## config.mk

```make
export PLATFORM = sky130hd
export DESIGN_NAME = adder_pipe
export DESIGN_NICKNAME = d
export VERILOG_FILES = /design/src/rtl/adder_pkg.sv /design/src/rtl/adder_pipe_stage.sv /design/src/rtl/adder_pipe.sv
export SDC_FILE = /design/constraint.sdc
export NUM_CORES = 1
export LEC_CHECK = 0
export ABC_AREA = 1
export CORE_UTILIZATION = 50
export CTS_BUF_LIST = sky130_fd_sc_hd__clkbuf_4 sky130_fd_sc_hd__clkbuf_8
export CTS_CLUSTER_DIAMETER = 100
export DETAILED_ROUTE_END_ITERATION = 10
export PLACE_DENSITY_LB_ADDON = 0.08
export SLEW_MARGIN = 30
export SYNTH_ARGS = -nofsm -noshare
export SYNTH_HDL_FRONTEND = slang
export SYNTH_SLANG_ARGS = --single-unit
```

## constraint.sdc

```tcl
create_clock -name clk -period 4.6 [get_ports clk]
set_input_delay 1.15 -clock clk [delete_from_list [all_inputs] [get_ports clk]]
set_output_delay 1.15 -clock clk [all_outputs]
set_load 0.02 [all_outputs]
```

## src/rtl/adder_pkg.sv

```systemverilog
// Shared definitions for the pipelined add/subtract unit: mode encodings,
// per-stage side information and the chunk-width helper.
package adder_pkg;

  localparam logic ADD_MODE = 1'b0;
  localparam logic SUB_MODE = 1'b1;

  // Side information that travels with each operation; the wide fields
  // (operand remainders, partial sum) are width-parameterised in the top.
  typedef struct packed {
    logic sub;
    logic a_msb;
    logic b_msb;
  } stage_meta_t;

  function automatic int chunk_w(input int width, input int stages);
    return (stages > 0) ? width / stages : 1;
  endfunction

endpackage

```

## src/rtl/adder_pipe_stage.sv

```systemverilog
// One registered CHUNK-bit carry-chain slice with a valid bit and a shared
// pipeline enable.
module adder_pipe_stage #(
  parameter int CHUNK = 8
) (
  input  logic             clk,
  input  logic             rst,
  input  logic             en,
  input  logic             valid_prev,
  input  logic [CHUNK-1:0] a,
  input  logic [CHUNK-1:0] b,
  input  logic             ci,
  output logic             valid,
  output logic [CHUNK-1:0] sum,
  output logic             co
);

  always_ff @(posedge clk) begin
    if (rst) begin
      valid <= 1'b0;
      sum   <= '0;
      co    <= 1'b0;
    end else if (en) begin
      valid     <= valid_prev;
      {co, sum} <= {1'b0, a} + {1'b0, b} + {{CHUNK{1'b0}}, ci};
    end
  end

endmodule

```

## src/rtl/adder_pipe.sv

```systemverilog
// Pipelined add/subtract unit: STAGES carry-chain slices of WIDTH/STAGES bits,
// a single global stall enable and registered outputs.
module adder_pipe
  import adder_pkg::*;
#(
  parameter int WIDTH  = 32,
  parameter int STAGES = 4
) (
  input  logic             clk,
  input  logic             rst,
  input  logic             in_valid,
  output logic             in_ready,
  input  logic [WIDTH-1:0] din1,
  input  logic [WIDTH-1:0] din2,
  input  logic             cin,
  input  logic             sub,
  output logic             out_valid,
  input  logic             out_ready,
  output logic [WIDTH-1:0] dout,
  output logic             cout,
  output logic             ovf
);

  localparam int CHUNK = chunk_w(WIDTH, STAGES);
  localparam int LAST  = STAGES - 1;

  if (WIDTH < 1 || STAGES < 1 || (WIDTH % STAGES) != 0) begin : g_bad_cfg
    $error("adder_pipe: WIDTH must be >= 1, STAGES >= 1 and WIDTH %% STAGES == 0");
  end

  // Handshake: a stage register moves only when en is high; en is high
  // whenever the output slot is empty or being drained this cycle, so input
  // and output transfers can coincide at full throughput.
  logic en;
  assign en       = !out_valid || out_ready;
  assign in_ready = en;

  // Subtraction is a + ~b + ~borrow_in; the inversion happens before stage 0.
  logic [WIDTH-1:0] b_eff;
  logic             c_eff;
  stage_meta_t      meta_in;
  assign b_eff   = (sub == SUB_MODE) ? ~din2 : din2;
  assign c_eff   = (sub == SUB_MODE) ? ~cin : cin;
  assign meta_in = '{sub: sub, a_msb: din1[WIDTH-1], b_msb: b_eff[WIDTH-1]};

  logic [WIDTH-1:0] a_q    [STAGES];
  logic [WIDTH-1:0] b_q    [STAGES];
  logic [WIDTH-1:0] lo_q   [STAGES];
  logic [WIDTH-1:0] view   [STAGES];
  logic [CHUNK-1:0] sum_q  [STAGES];
  logic             co_q   [STAGES];
  logic             vld_q  [STAGES];
  stage_meta_t      meta_q [STAGES];

  for (genvar k = 0; k < STAGES; k++) begin : g_stage
    logic [WIDTH-1:0] a_in, b_in, lo_in;
    logic             c_in, v_in;
    stage_meta_t      m_in;

    if (k == 0) begin : g_first
      assign a_in  = din1;
      assign b_in  = b_eff;
      assign lo_in = '0;
      assign c_in  = c_eff;
      assign v_in  = in_valid;
      assign m_in  = meta_in;
    end else begin : g_next
      assign a_in  = a_q[k-1];
      assign b_in  = b_q[k-1];
      assign lo_in = view[k-1];
      assign c_in  = co_q[k-1];
      assign v_in  = vld_q[k-1];
      assign m_in  = meta_q[k-1];
    end

    adder_pipe_stage #(.CHUNK(CHUNK)) u_slice (
      .clk        (clk),
      .rst        (rst),
      .en         (en),
      .valid_prev (v_in),
      .a          (a_in[k*CHUNK +: CHUNK]),
      .b          (b_in[k*CHUNK +: CHUNK]),
      .ci         (c_in),
      .valid      (vld_q[k]),
      .sum        (sum_q[k]),
      .co         (co_q[k])
    );

    always_ff @(posedge clk) begin
      if (rst) begin
        a_q[k]    <= '0;
        b_q[k]    <= '0;
        lo_q[k]   <= '0;
        meta_q[k] <= '0;
      end else if (en) begin
        a_q[k]    <= a_in;
        b_q[k]    <= b_in;
        lo_q[k]   <= lo_in;
        meta_q[k] <= m_in;
      end
    end

    // lo_q holds only slices below k, so OR-ing in this slice is exact.
    assign view[k] = lo_q[k] | (WIDTH'(sum_q[k]) << (k * CHUNK));
  end

  assign out_valid = vld_q[LAST];
  assign dout      = view[LAST];
  assign cout      = co_q[LAST] ^ meta_q[LAST].sub;
  assign ovf       = (meta_q[LAST].a_msb == meta_q[LAST].b_msb) &&
                     (view[LAST][WIDTH-1] != meta_q[LAST].a_msb);

endmodule

```

Word-level counts from Yosys, hierarchy flattened. Memories as Yosys holds them, arrays and structs flattened. Cells that the tools add are included.

Flip-flop bits (word level): 40. Memory bits (writable): 396. Input port bits: 70. Logic and storage cells: 75. Memories: 4.

Memory list: a_q (words 4, width 32, read ports 3, clocked after memory_dff 0, write ports 4, RTL line adder_pipe.sv:46) `logic [WIDTH-1:0] a_q [STAGES];`; b_q (words 4, width 32, read ports 3, clocked after memory_dff 0, write ports 4, RTL line adder_pipe.sv:47) `logic [WIDTH-1:0] b_q [STAGES];`; lo_q (words 4, width 32, read ports 4, clocked after memory_dff 0, write ports 4, RTL line adder_pipe.sv:48) `logic [WIDTH-1:0] lo_q [STAGES];`; meta_q (words 4, width 3, read ports 4, clocked after memory_dff 0, write ports 4, RTL line adder_pipe.sv:53) `stage_meta_t meta_q [STAGES];`.

$add $sub $neg: 8. Equal/unequal tests: 2. Mux-type cells: 23. Bitwise gates (word level): 23. Reduce and logical (&&, ||, !) cells: 3.

Operator list (count): 32-bit 2-to-1 mux (13); 8-bit by 8-bit adder with 9-bit output (4); 9-bit by 1-bit adder with 9-bit output (4); 32-bit NOT (1); 32-bit by 16-bit bitwise OR with 32-bit output (1); 32-bit by 24-bit bitwise OR with 32-bit output (1); 32-bit bitwise OR (1); 32-bit by 8-bit bitwise OR with 32-bit output (1); 1-bit bitwise OR (16); 3-bit 2-to-1 mux (4); 1-bit 2-to-1 mux (6); 1-bit equality test (1); 1-bit logical AND (1); 1-bit logical NOT (1); 1-bit logical OR (1); 1-bit != test (1); 1-bit NOT (1); 1-bit bitwise XOR (1).

Longest topological paths before layout.
Word-level depth: 6. Depth in mapped cells: 14. Depth with buffers taken out: 12.

Modules after synthesis. A second synthesis with hierarchy kept.

Cells, all modules: 1001. Area total of the unflattened synthesis: 9297.7 um^2.

By module, submodules not included: adder_pipe (times used 1, cells each 569, area an instance 6331.1 um^2, seq. area each 4504.3 um^2); adder_pipe_stage (g_stage[1].u_slice ...) (times used 2, cells each 107, area an instance 742.0 um^2, seq. area each 200.2 um^2); adder_pipe_stage (g_stage[0].u_slice) (times used 1, cells each 107, area an instance 748.2 um^2, seq. area each 200.2 um^2); adder_pipe_stage (g_stage[3].u_slice) (times used 1, cells each 111, area an instance 734.5 um^2, seq. area each 200.2 um^2).

Worst setup path after synthesis. OpenSTA, ideal clock, no wires.

Path kind: input-to-reg. Start: input port sub. End: register g_stage[0].u_slice.sum[4]. Library setup time: 113 ps. Arrival: 2892 ps. Required time: 4487 ps. Slack: 1595 ps. Stages on the path: 13. Cell sequence: buf_4 -> buf_2 -> xor2_1 -> fa_1 -> inv_1 -> fa_1 -> inv_1 -> nand2_1 -> nand2_1 -> and2_1 -> or2_0 -> nand3_1 -> nand2_1.

Word-level cells in the longest chain between the ends: 3. Elaborated cells on any way between the ends: 4. Those cells by class: add/sub (2); mux (2).

RTL lines: from (decl) (RTL line adder_pipe.sv:16) `input logic sub,`; 32-bit 2-to-1 mux (RTL line adder_pipe.sv:42) `assign b_eff = (sub == SUB_MODE) ? ~din2 : din2;`; 8-bit by 8-bit adder with 9-bit output (RTL line adder_pipe_stage.sv:25) `{co, sum} <= {1'b0, a} + {1'b0, b} + {{CHUNK{1'b0}}, ci};`; 9-bit by 1-bit adder with 9-bit output * (RTL line adder_pipe_stage.sv:25); to (signal assigned) (RTL line adder_pipe_stage.sv:25); to (decl) (RTL line adder_pipe_stage.sv:14) `output logic [CHUNK-1:0] sum,`.

Mark *: on every way between the ends. The rest lies on a longest branch, timed or not. A chain may end at the register's enable or synchronous reset.

Final worst setup path.
Start: input port out_ready. End: output port in_ready.

Word-level cells in the longest chain between the ends: 1.

RTL lines: from (decl) (RTL line adder_pipe.sv:18) `input logic out_ready,`; 1-bit logical OR (RTL line adder_pipe.sv:35) `assign en = !out_valid || out_ready;`; to (decl) (RTL line adder_pipe.sv:12) `output logic in_ready,`.

No other way between the ends.

==> impl_metrics.json <==
{
  "fp.dieArea_mm2": 0.0183,
  "cts.clk_slew.worst_paths_ns": 0.10,
  "p_total_mw": 3.59,
  "dp_hpwl_mm": 9.29,
  "yosysWarnings": 0,
  "grtUsageTotal": 0.170,
  "grt_pass1_vias": 5203,
  "outcome": "finished, final reports clean",
  "core_region_area_mm2": 0.0174,
  "seq_area_frac_synth": 0.597,
  "async_flop_share": 0,
  "route.detailed.drc": 0,
  "instances_no_fill": 1221,
  "fmax_ghz": 0.278,
  "hold_class": "reg -> reg",
  "finalCritPeriodShare": 0.783,
  "grtUsageMet1": 0.226,
  "cts_buffers": 17,
  "cts.sinks": 190,
  "synth-main-ff-cell": "edfxtp_1",
  "vdd_drop_max_mv": 0.181,
  "synth_common_cells": "inv_1, nor2_1, edfxtp_1",
  "antenna_found_initial": 0,
  "grt_pass1_wl_mm": 24.1,
  "portBuffers": 105,
  "drv_slew": 0,
  "hold_buffers": 0,
  "ys_types": 31,
  "place.gp.congestion": 0.830,
  "ctsLongestPathBuffers": 2,
  "cts_tree": "built",
  "fin_nets": 1089,
  "antenna_cells": 0,
  "synth_area_leader_cell": "edfxtp_1",
  "rows": 48,
  "relSlewSlack": 0.580,
  "cp.arrival_ns": 2.45,
  "nFillCells": 1505,
  "post_cts_buffers": 0,
  "final_antenna_net_count": 0,
  "netlist_instances": 880,
  "netlist.area_leader.share": 0.507,
  "crit_required_ns": 3.45,
  "cts_root_buf": "clkbuf_8",
  "syn-cell-area_mm2": 0.00889,
  "r2r_slack_ns": 2.62,
  "h-tree-depth": 4,
  "synth_area_leaders": "edfxtp_1, dfxtp_1, inv_1",
  "grt_use_met3": 0.0359,
  "end_kind": "output port",
  "hold_violations": 0,
  "p_per_area_mw_per_mm2": 343,
  "grt_max_degree": 81,
  "synthMuxAreaShare": 0,
  "routed_wl_mm": 14.1,
  "grtUsageMet2": 0.272,
  "power_leakage_nw": 4.64,
  "startpoint_type": "primary input",
  "synthXorXnorAreaFrac": 0.0374,
  "synth_fa_ha_area_frac": 0.0574,
  "synth_nets": 986,
  "ys_seq_elements": 190,
  "place_inst": 1189,
  "skew_ns": 0.0101,
  "dr_total_vias": 5532,
  "worstMarginPinSlew_ns": 0.630,
  "cp_max_fo": 3,
  "post_cts_resized": 0,
  "firstDrtPassIters": 6,
  "min_period_ns": 3.60,
  "finalSetupViolCount": 0,
  "synth_top_family_by_area": "simple AND/OR/NAND/NOR gates",
  "path_class": "in -> out",
  "rsz0062_at_grt": "false",
  "tns_ns": 0,
  "multi_input_area_mm2": 0.00266,
  "syn_to_final_growth_pct": 17.8,
  "clock_latency_ns": 0.47,
  "fin_hold_ws_ns": 0.457,
  "maxCapViolations": 0,
  "start_util": 0.512,
  "synth_edf_count": 150,
  "yosys.area_share.simple": 0.166,
  "die_y_um": 135,
  "pin_count": 106,
  "drive_gt1_frac": 0.0582,
  "syn_avg_cell_area_um2": 10.1,
  "wl_per_cell_um": 11.5,
  "via_per_inst": 4.53,
  "yosysMostFrequentCell": "inv_1",
  "die_w_um": 135,
  "drt_iter0_drc": 370,
  "regArea_mm2": 0.00531,
  "grt_most_used_layer": "met2",
  "grt_overflow": 0,
  "synth-compound-area-share": 0.0365
}
## worst paths after layout
path,start,end,cells after the start
max reg2reg,g_stage[3].u_slice.valid$_SDFFE_PP0P_,g_stage[1].u_slice.sum[3]$_SDFFE_PP0P_,8
min reg2reg,g_stage[0].u_slice.sum[4]$_SDFFE_PP0P_,g_stage[0].u_slice.sum[4]$_SDFFE_PP0P_,2
max,out_ready,in_ready,4
min,g_stage[0].u_slice.sum[4]$_SDFFE_PP0P_,g_stage[0].u_slice.sum[4]$_SDFFE_PP0P_,2
## metal layers
| metal | part of all wire | vias up |
|---|---|---|
| met5 | 0 | - |
| met2 | 0.45 | 108 |
| li1 | - | 2937 |
| met3 | 0.038 | 18 |
| met4 | 0.016 | 0 |
| met1 | 0.49 | 2469 |
## registers in the layout, summed over array words and instances (netlist names)
register,flops
g_stage.u_slice.co,4
meta_q,11
g_stage.u_slice.valid,4
g_stage.u_slice.sum,32
b_q,45
a_q,46
lo_q,48
## logic make-up after synthesis
| family | count (synthesis) |
|---|---|
| buffers and inverters | 210 |
| xor gates and xnor gates | 38 |
| DFF | 190 |
| AOI/OAI and AO/OA | 50 |
| and+or+nand+nor | 356 |
| adders and majority gates | 36 |
## layout by cell type (no fill, tap or decap), types with 5 or more instances in the layout
cell type / count
inv_1: 181
o21ai_0: 16
clkbuf_8: 21
nand3b_1: 8
xor2_1: 13
clkdlybuf4s50_1: 104
fa_1: 8
ha_1: 28
a21oi_1: 17
nand3_1: 32
nand2_1: 127
dfxtp_1: 40
nor2_1: 168
xnor2_1: 25
o21ai_1: 5
edfxtp_1: 150
o22ai_2: 8
## final cells by class
cell class,instances,share of cell area
repair buffers,111,0.107
flip-flops and latches,190,0.507
well taps,225,0.0269
clock inverters,9,0.0106
clock buffers,23,0.0290
inverters,183,0.0661
multi-input cells,480,0.254
## per-stage QoR
stage / util / worst slack (ns) / area (µm²)
after global placement: 0.579 / 0.999 / 10100
after detailed placement: 0.579 / 0.984 / 10100
after global routing: 0.603 / 0.933 / 10500
after CTS: 0.603 / 0.985 / 10500
final: 0.603 / 0.998 / 10500
after floorplan: - / 1.60 / 8890
## critical path: stages
cell	delay [ns]
clkdlybuf4s50_1	0.44
nor2_4	0.26
inv_1	0.07
clkdlybuf4s50_1	0.53
## where the power goes
group	leakage (nW)	internal (mW)	total [mW]	switching [mW]
clock network	0.209	0.554	1.12	0.569
registers	2.11	1.97	2.01	0.0393
logic	2.32	0.213	0.457	0.244
(Power assumes the default switching activity.)
==> RTL edit: new RTL, same settings <==
Put a register stage on the output `ovf`. The value now appears one clock later. The other outputs are not delayed to match.
--- a/src/rtl/adder_pipe.sv
+++ b/src/rtl/adder_pipe.sv
@@ -108,6 +108,7 @@
   assign dout      = view[LAST];
   assign cout      = co_q[LAST] ^ meta_q[LAST].sub;
-  assign ovf       = (meta_q[LAST].a_msb == meta_q[LAST].b_msb) &&
-                     (view[LAST][WIDTH-1] != meta_q[LAST].a_msb);
+  always_ff @(posedge clk) begin
+    ovf <= (meta_q[LAST].a_msb == meta_q[LAST].b_msb) && (view[LAST][WIDTH-1] != meta_q[LAST].a_msb);
+  end
 
 endmodule
Function: changed (a bounded check fails within 10 cycles, from zero or initial values and one cycle with rst high).
==> RTL edit against the original RTL <==
- design area barely moved
- synthesized area rose by 0.25%
- non-clock buffer count did not move
- power fell by 1.2%
- via count rose by 1.8%
- critical path type unchanged
- first-iteration DRC count fell by 24%
- setup slack got worse by 9.1 ps
- count of clock-buffer cells in the layout fell by 2
- clock skew rose by 4.6 ps
- largest cell class unchanged
- largest power group unchanged
- sequential cell count rose by 1
- routed wire length fell by 0.40%
==> RTL edit: results (changes against the original RTL) <==
register area share after synthesis 0.598 (+0.000738); clock skew after layout 14.7 ps (+4.56 ps); met3 global-route usage 0.0355 (-0.000374); WL/cell 11.5 µm (-0.49%); top post-synthesis cells by area sky130_fd_sc_hd__edfxtp_1 51%, sky130_fd_sc_hd__dfxtp_1 9.2%, sky130_fd_sc_hd__inv_1 7.6%, sky130_fd_sc_hd__nor2_1 7.1%, sky130_fd_sc_hd__nand2_1 5.3%; Avg Inst Size Synth 10.1 µm² (+0.14%); final HPWL from detailed placement 9300 µm (+0.13%); sequential share of cell area 0.509 (+0.00216); 1st-iter DRT viols 280 (-24%); Lkg Pwr 4.64 nW (about the same); filler cell count in the final layout 1,491 (-0.93%); largest net degree at the start of global routing 90 (+11%); clock network area share 0.0364 (-0.00333); final estimated routing congestion in global placement 0.775 (-6.6%); ratio of cells with drive above 1 in the final layout 0.0572 (-0.00106); First-pass DRT Iterations 5 (-1); register clock-pin slew on the reported worst setup and hold paths 80 ps (-20 ps); metal3 WL 511 µm (-3.6%); cell area after placement 10,100 µm² (+0.30%); overall routing resource usage 0.163 (-0.00753); ratio of routed vias to standard cells 4.61 (+1.7%); most used standard cells in the synthesized netlist 181 x sky130_fd_sc_hd__inv_1, 168 x sky130_fd_sc_hd__nor2_1, 150 x sky130_fd_sc_hd__edfxtp_1; Tcrit/Tclk final 0.785 (+0.00198); sequential cell count 191 (+0.53%); maximum vdd ir drop 0.197 mV (+9.3%); power per standard cell area 339 nW/µm² (-1.2%); met1 demand-to-capacity share in global routing 0.204 (-0.0218); clock buffer instance count of the final layout 21 (-8.7%); routed via count 5,630 (+1.8%); Highest Signal Layer met4; pre-CTS setup slack 972 ps (-12.4 ps); Relative slew margins 0.534 (-0.0457); signal buffers share of area 0.108 (+0.00125); reg-to-reg setup timing slack 2570 ps (-50 ps); outcome finished, final reports clean; number of nets in the synthesized netlist 987 (+0.10%); via count of the first global-routing pass 5,168 (-0.67%); Placed Cells 1,190 (+0.084%); worst hold slack 449 ps (-8.81 ps)
[RTL edit: cell count changes after synthesis]
cell,unedited run,this run
sky130_fd_sc_hd__buf_2,3,2
sky130_fd_sc_hd__buf_4,7,8
sky130_fd_sc_hd__dfxtp_1,40,41
[RTL edit: path summary, 6_finish.rpt]
path                      end                      from  cells past startpoint
setup / recovery     in_ready                 out_ready                      4
hold / removal            ovf              meta_q[1][3]                      1
hold reg to reg           ovf              meta_q[1][3]                      1
setup reg to reg  lo_q[2][10]  g_stage[3].u_slice.valid                      6
[RTL edit: cell families after synthesis]
kind of cell	Yosys count	synth area share
DFF	191	0.598
AOI/OAI and AO/OA	50	0.0364
adders and majority gates	36	0.0573
xor gates and xnor gates	38	0.0373
and+or+nand+nor	356	0.166
buffers and inverters	210	0.106
[RTL edit: power by group]
group / switching (W) / total [W] / internal, W / leakage (nW)
Sequential: 0.0000392 / 0.00202 / 0.00198 / 2.12
Clock: 0.000564 / 0.00107 / 0.000503 / 0.195
Combinational: 0.000244 / 0.000459 / 0.000215 / 2.32
